**config.mk**
```make
export PLATFORM = sky130hd
export DESIGN_NAME = register_file
export DESIGN_NICKNAME = d
export VERILOG_FILES = /design/src/rtl/register_file.sv
export SDC_FILE = /design/constraint.sdc
export NUM_CORES = 2
export LEC_CHECK = 0
export BUFFER_PORTS_ARGS = -buffer_cell sky130_fd_sc_hd__buf_2
export CORE_ASPECT_RATIO = 2
export CORE_MARGIN = 3
export CORE_UTILIZATION = 25
export DETAILED_ROUTE_END_ITERATION = 12
export PLACE_DENSITY_LB_ADDON = 0.3
export SLEW_MARGIN = 15
export SYNTH_ARGS = -nofsm -noshare
export SYNTH_HDL_FRONTEND = slang
export SYNTH_SLANG_ARGS = --single-unit
```
**constraint.sdc**
```tcl
create_clock -name clk_in -period 2.85 [get_ports clk_in]
set_clock_uncertainty 0.2 [all_clocks]
set_input_delay 0.285 -clock clk_in [delete_from_list [all_inputs] [get_ports clk_in]]
set_output_delay 0.285 -clock clk_in [all_outputs]
set_load 0.02 [all_outputs]
```
**src/rtl/register_file.sv**
```systemverilog
// 32 x 32-bit architectural register file with per-register rename status (busy + ROB tag).
// Optional same-cycle commit-to-read forwarding is enabled by defining REGFILE_COMMIT_BYPASS_EN.
module register_file #(
  parameter int ROB_BITS = 4
) (
  input  logic                clk_in,
  input  logic                rst_in,
  input  logic                rdy_in,
  input  logic                issue_en,
  input  logic [4:0]          issue_rd,
  input  logic [ROB_BITS-1:0] issue_tag,
  input  logic                commit_en,
  input  logic [4:0]          commit_rd,
  input  logic [ROB_BITS-1:0] commit_tag,
  input  logic [31:0]         commit_value,
  input  logic                flush,
  input  logic [4:0]          rs1_id,
  input  logic [4:0]          rs2_id,
  output logic [31:0]         rs1_value,
  output logic [31:0]         rs2_value,
  output logic                rs1_busy,
  output logic                rs2_busy,
  output logic [ROB_BITS-1:0] rs1_tag,
  output logic [ROB_BITS-1:0] rs2_tag
);

  logic [31:0]         r_value [32];
  logic                r_busy  [32];
  logic [ROB_BITS-1:0] r_tag   [32];

  logic w_issue_we;
  logic w_commit_we;
  logic w_commit_clr;

  assign w_issue_we   = rdy_in && issue_en && !flush && (issue_rd != 5'd0);
  assign w_commit_we  = rdy_in && commit_en && (commit_rd != 5'd0);
  assign w_commit_clr = w_commit_we && r_busy[commit_rd] && (r_tag[commit_rd] == commit_tag);

  // Statement order matters: flush/commit clear busy first, a same-cycle issue then overrides.
  always_ff @(posedge clk_in or negedge rst_in) begin
    if (!rst_in) begin
      for (int i = 0; i < 32; i++) begin
        r_value[i] <= '0;
        r_busy[i]  <= 1'b0;
        r_tag[i]   <= '0;
      end
    end else if (rdy_in) begin
      if (flush) begin
        for (int i = 0; i < 32; i++) begin
          r_busy[i] <= 1'b0;
        end
      end
      if (w_commit_we) begin
        r_value[commit_rd] <= commit_value;
      end
      if (w_commit_clr) begin
        r_busy[commit_rd] <= 1'b0;
      end
      if (w_issue_we) begin
        r_busy[issue_rd] <= 1'b1;
        r_tag[issue_rd]  <= issue_tag;
      end
    end
  end

  always_comb begin
    rs1_value = '0;
    rs1_busy  = 1'b0;
    rs1_tag   = '0;
    if (rs1_id != 5'd0) begin
      rs1_value = r_value[rs1_id];
      rs1_busy  = r_busy[rs1_id];
      rs1_tag   = r_tag[rs1_id];
`ifdef REGFILE_COMMIT_BYPASS_EN
      if (w_commit_we && (commit_rd == rs1_id)) begin
        rs1_value = commit_value;
        rs1_busy  = !flush && r_busy[rs1_id] && (r_tag[rs1_id] != commit_tag);
      end
`endif
    end
  end

  always_comb begin
    rs2_value = '0;
    rs2_busy  = 1'b0;
    rs2_tag   = '0;
    if (rs2_id != 5'd0) begin
      rs2_value = r_value[rs2_id];
      rs2_busy  = r_busy[rs2_id];
      rs2_tag   = r_tag[rs2_id];
`ifdef REGFILE_COMMIT_BYPASS_EN
      if (w_commit_we && (commit_rd == rs2_id)) begin
        rs2_value = commit_value;
        rs2_busy  = !flush && r_busy[rs2_id] && (r_tag[rs2_id] != commit_tag);
      end
`endif
    end
  end

endmodule

```
* Word-level counts from Yosys, hierarchy flattened
Cells that the tools add are included.
** Word-level totals
- Register bits :: 1184
- Input bits :: 66
- Output and inout port bits :: 74
- Word-level logic and storage cells :: 171
** Operators by class
- Magnitude comparators :: 6
- Eq/ne operators :: 1
- Muxes and demuxes :: 45
- Bitwise operators :: 7
- Reduce and logical (&&, ||, !) cells :: 16
** Operators by type and width (number)
- bitwise mux 1024 bit :: 1
- 2-to-1 mux 32 bit :: 12
- binary-select mux 32 bit (select 5 bit) :: 2
- demux 32 bit (select 5 bit) :: 1
- bitwise mux 128 bit :: 1
- binary-select mux 4 bit (select 5 bit) :: 3
- 2-to-1 mux 4 bit :: 9
- bitwise AND 32 bit :: 1
- NOT 32 bit :: 1
- bitwise OR 32 bit :: 1
- greater-or-equal comparator 6 bit (second input constant) :: 4
- NOT 5 -> 6 bit :: 4
- demux 4 bit (select 5 bit) :: 1
- nonzero test 5 bit :: 4
- binary-select mux 1 bit (select 5 bit) :: 3
- < comparator 6 x 1 -> 1 bit (second input constant) :: 2
- demux 1 bit (select 5 bit) :: 2
- 2-to-1 mux 1 bit :: 10
- logical AND 1 bit :: 9
- == test 4 bit :: 1
- AND reduction 2 bit :: 2
- zero test 1 bit :: 1

* Longest topological paths before layout
- Depth in word-level cells :: 11
- Mapped depth :: 12
- Gate-level depth less buffers :: 7

* Worst setup path before layout
OpenSTA, ideal clock, no wires.
- Path kind :: input-to-output
- Start point :: input rs1_id[0]
- End point :: output rs1_tag[0]
- Arrival time :: 2.607 ns
- Required time :: 2.365 ns
- Path slack :: -0.242 ns
- Stages :: 7
- Buffers on the path :: 3
- Cell sequence :: clkbuf_1 > buf_2 > buf_1 > mux4_2 > mux4_2 > mux2i_1 > nor2_1
** On the way
- Cells in the longest elaborated chain, start to end :: 5
** Ends and longest elaborated chain
- start, declared :: RTL line 17 : input logic [4:0] rs1_id,
- NOT 5 -> 6 bit (not written as such) :: RTL line 73 : rs1_tag = r_tag[rs1_id];
- binary-select mux 4 bit (select 5 bit) :: RTL line 73
- 2-to-1 mux 4 bit (not written as such) (2 in series) :: RTL line 73
- 2-to-1 mux 4 bit (*) :: RTL line 70 : if (rs1_id != 5'd0) begin
- end, declared :: RTL line 23 : output logic [ROB_BITS-1:0] rs1_tag,
Mark *: on every way between the ends. The rest lies on a longest branch, timed or not. The select of a mux whose other input is x is not followed.

* Worst setup path after layout
- Start point :: register r_tag[2] (netlist bit)
- End point :: output rs2_tag[2]
** On the way
- Cells in the longest elaborated chain, start to end :: 4
** Ends and longest elaborated chain
- start, declared :: RTL line 29 : logic [ROB_BITS-1:0] r_tag [32];
- start signal, assigned by index :: RTL line 61 : r_tag[issue_rd] <= issue_tag;
- binary-select mux 4 bit (select 5 bit) :: RTL line 90 : rs2_tag = r_tag[rs2_id];
- 2-to-1 mux 4 bit (not written as such) (2 in series) :: RTL line 90
- 2-to-1 mux 4 bit :: RTL line 87 : if (rs2_id != 5'd0) begin
- end, declared :: RTL line 24 : output logic [ROB_BITS-1:0] rs2_tag
No other way between the ends. The select of a mux whose other input is x is not followed.

==> results.txt <==
The flow ran to the end, but the final reports show violations. The checks that failed: negative setup slack. The logs give 234 mm for the routed wire length and 43 for the number of distinct library cells after synthesis. Power spread over the standard cell area amounts to 572 nW/um^2. Sequential cell area fraction in the yosys report: 0.460. The die boundary height is 724 um.

The routed design could run at a clock period as short as 3370 ps. Entering global routing, the biggest net connects 111 pins. After detailed routing, the met2 layer carries 126 mm of wire. The via count of the routed design was 40500; the average size of a mapped cell was 16.0 um^2.

Met1 layer wirelength in the final routing: 86.8 mm. The largest vdd supply drop is 0.499 mV. Data arrives at the worst endpoint at 2880 ps. Clock tree synthesis inserted a total of 109 buffers. The logs give 164 mm for the sum of net half-perimeters after detailed placement and -563 ps for the post-place setup slack. STA classifies the critical path endpoint as a primary output. The core region is 257000 um^2. For the worst-skew pair, the clock arrives at the later sink with an insertion delay of 740 ps. The combined area of all synthesized cells was 64500 um^2. The tools report the number of max-slew violations in the final report as 0. The final hold violation count came out at 0.

The number of nets in the layout is 4463. The final core utilization came out at 0.311. The relative area change from synthesis to final layout works out to 23.7%. The multi-input combinational cells in the finished layout cover a total of 34200 um^2. Once placement completed, the tool counted placed cells totaling 7507. The detailed router used layers up to and including met5.

The data required time at the worst endpoint came out at 2370 ps. The critical path is of the register to primary output type. The number of synthesized flops with an enable pin is 0.

Remaining global-route overflow: 0. The dominant register cell in the synthesized netlist is sky130_fd_sc_hd__dfrtp_1. The highest clock rate is 297 MHz, and the number of antenna violations at the first check in global routing is 16.

Counting along the longest clock path gives a buffer depth of 3. The H-tree was split into 3 levels. The floorplan step defined a die boundary enclosing 264000 um^2. Starting density of the core: 0.251. The flop and latch count out of synthesis is 1184, and the final-layout setup total negative slack is -20740 ps.

Buffers placed on the I/O ports in this run total 139. Along the worst path, the maximum fanout reaches 3. The chip width was 365 um. For the final critical-path setup slack, the log shows -518 ps.

The number of clock sinks is 1184. STA classifies the critical path startpoint as a register. The count of maximum capacitance violations is 0, and the fraction of layout cells with a size suffix above 1 is 0.646. On the worst path, the slowest cell contributes a delay of 600 ps. In the layout the commonest cells are sky130_fd_sc_hd__dfrtp_1, sky130_fd_sc_hd__mux2_2, sky130_fd_sc_hd__mux4_2.

Worst-margin pin slew: 980 ps. The relative slew slack came out at 0.341. In the final routed layout, each cell accounts on average for 29.9 um. TritonCTS built the clock tree.

The run gives 337 mm as the wire length of the first global-routing pass. The post-detailed-route count of antenna-violating nets came out at 0. Dividing the detail-routed via count by the number of cells gives 5.19. Before antenna repair, the detailed router went through 5 iterations. The library cell used most frequently in the layout, excluding fill and tap cells, is sky130_fd_sc_hd__dfrtp_1. The cell type of the slowest stage on the worst timing path is sky130_fd_sc_hd__mux4_2.

Walking the worst path, the cells encountered are buf_4, mux4_2, mux4_2, mux2i_1, buf_4, nor2_4, buf_6. The flip-flop and latch area is 29600 um^2. The tools report the number of global-route vias before repair as 45000. Setup repair after global routing could not meet its margin everywhere.

The family with the most delay on the worst path is multiplexers. In this run the core area contains 263 standard-cell rows. Initial DRC count: 2237. The non-filler instance count after layout was 7809; the wire length on met3 was 7.75 mm. For this run, design rule violations remaining after detail routing come to 0. 140 I/O pins were placed. The logs give 34.1 nW for the static leakage and 0 for the synthesis warning total.

The worst hold path belongs to the class primary input to register. The final hold slack was 47.8 ps; the number of standard cells after synthesis was 4024. After clock tree synthesis, the clock-pin slew on the worst setup and hold paths is 70 ps. The async set or reset register ratio after synthesis was 1.00; the number of buffers and inverters on the critical path was 3. The final estimated routing congestion in global placement is 0.861, and the ratio of final minimum period to clock period is 1.18. The run gives 0.176 as the total global routing track utilization. In this run the clock root is driven by a sky130_fd_sc_hd__clkbuf_16. Setup violations remaining at the end of the flow were counted as 101. Counting every net in the synthesized netlist gives 4090.

Fill cells in the final layout number 25100.
-- stage by stage --
step                      instance area [um^2]  power, mW
after floorplan                          64500       26.1
after global placement                   73800       29.5
after detailed placement                 73800       29.8
after CTS                                79300       46.1
after global routing                     79800       47.5
final                                    79800       45.6
-- sequential cells by signal, indices dropped and copies added, names as in the netlist --
signal,flops
r_value,1024
r_tag,128
r_busy,32
-- cell usage after synthesis, types with 2 or more instances --
cell type	instances	area, um^2
sky130_fd_sc_hd__or4b_1	4	40.0
sky130_fd_sc_hd__or3b_2	3	26.3
sky130_fd_sc_hd__buf_1	81	304
sky130_fd_sc_hd__and2_1	4	25.0
sky130_fd_sc_hd__a22oi_1	5	37.5
sky130_fd_sc_hd__nor4_1	7	43.8
sky130_fd_sc_hd__nand4_1	5	31.3
sky130_fd_sc_hd__nor3b_2	3	37.5
sky130_fd_sc_hd__or4_4	2	22.5
sky130_fd_sc_hd__clkbuf_1	280	1050
sky130_fd_sc_hd__nor2b_1	6	37.5
sky130_fd_sc_hd__or4_1	3	22.5
sky130_fd_sc_hd__dfrtp_1	1184	29600
sky130_fd_sc_hd__mux2i_1	122	1220
sky130_fd_sc_hd__buf_6	9	101
sky130_fd_sc_hd__mux4_2	747	16800
sky130_fd_sc_hd__nand4b_1	4	35.0
sky130_fd_sc_hd__nand3_1	18	90.1
sky130_fd_sc_hd__and3b_1	5	43.8
sky130_fd_sc_hd__o22ai_1	24	150
sky130_fd_sc_hd__a22oi_2	4	50.1
sky130_fd_sc_hd__nor2_1	119	447
sky130_fd_sc_hd__buf_4	3	22.5
sky130_fd_sc_hd__nor3b_1	2	15.0
sky130_fd_sc_hd__nand3b_1	6	45.0
sky130_fd_sc_hd__nand2_1	90	338
sky130_fd_sc_hd__o311ai_1	30	263
sky130_fd_sc_hd__mux2_2	1116	12600
sky130_fd_sc_hd__and3_1	6	37.5
sky130_fd_sc_hd__mux4_1	9	236
sky130_fd_sc_hd__buf_2	87	435
sky130_fd_sc_hd__or4bb_1	6	67.6
sky130_fd_sc_hd__a21oi_1	19	95.1
sky130_fd_sc_hd__inv_1	2	7.51
-- final cells by class --
| cell class | count | share of cell area |
|---|---|---|
| timing repair buffer | 724 | 0.102 |
| multi-input combinational | 2376 | 0.429 |
| antenna | 11 | 0.000345 |
| sequential | 1184 | 0.372 |
| clock buffer | 155 | 0.0389 |
| clock inverter | 45 | 0.00676 |
| tap | 3312 | 0.0519 |
| inverter | 2 | 0.0000941 |
-- layer usage --
metal	GRT usage	up-vias
met3	0.0190	455
li1	-	16500
met2	0.327	1104
met1	0.198	22500
met5	0	-
met4	0.0875	6
-- kinds of logic (layout without fill, tap and decap cells) --
group / after synthesis / after routing / synth area share
compound gates: 84 / 84 / 0.00949
xor+xnor: 1 / 1 / 0.000136
buf+inv: 464 / 926 / 0.0302
flops: 1184 / 1184 / 0.460
mux: 1994 / 1994 / 0.478
other cells: 0 / 11 / 0
simple gates: 297 / 297 / 0.0222
-- report_power, final --
group | leakage, nW | switching, mW | total [mW] | internal (mW)
Clock | 1.78 | 7.23 | 15.5 | 8.29
Sequential | 15.8 | 1.71 | 20.6 | 18.9
Combinational | 16.5 | 4.01 | 9.50 | 5.49
Total | 34.1 | 12.9 | 45.6 | 32.7
-- path summary, 6_finish.rpt --
check | cells after the start | start | slack [ps] | endpoint
max | 7 | r_tag[2] | -520 | rs2_tag[2]
min | 2 | issue_tag[0] | 50 | r_tag[96]
max reg2reg | 10 | r_tag[58] | -130 | r_busy[21]
min reg2reg | 0 | r_value[1022] | 200 | r_value[1022]
max in group asynchronous | 3 | rst_in | 1580 | r_value[690]
min in group asynchronous | 3 | rst_in | 60 | r_value[783]
-- timing repair --
| item | 4_1_cts | 5_1_grt |
|---|---|---|
| gates cloned | 2 | 0 |
| setup endpoints to repair | 104 | 105 |
| pin swaps | 79 | 51 |
| resized for setup | 264 | 63 |
| buffers inserted | 28 | 21 |
| hold buffers | 44 | 0 |
| hold endpoints to repair | 2003 | 0 |
(Power assumes the default switching activity.)
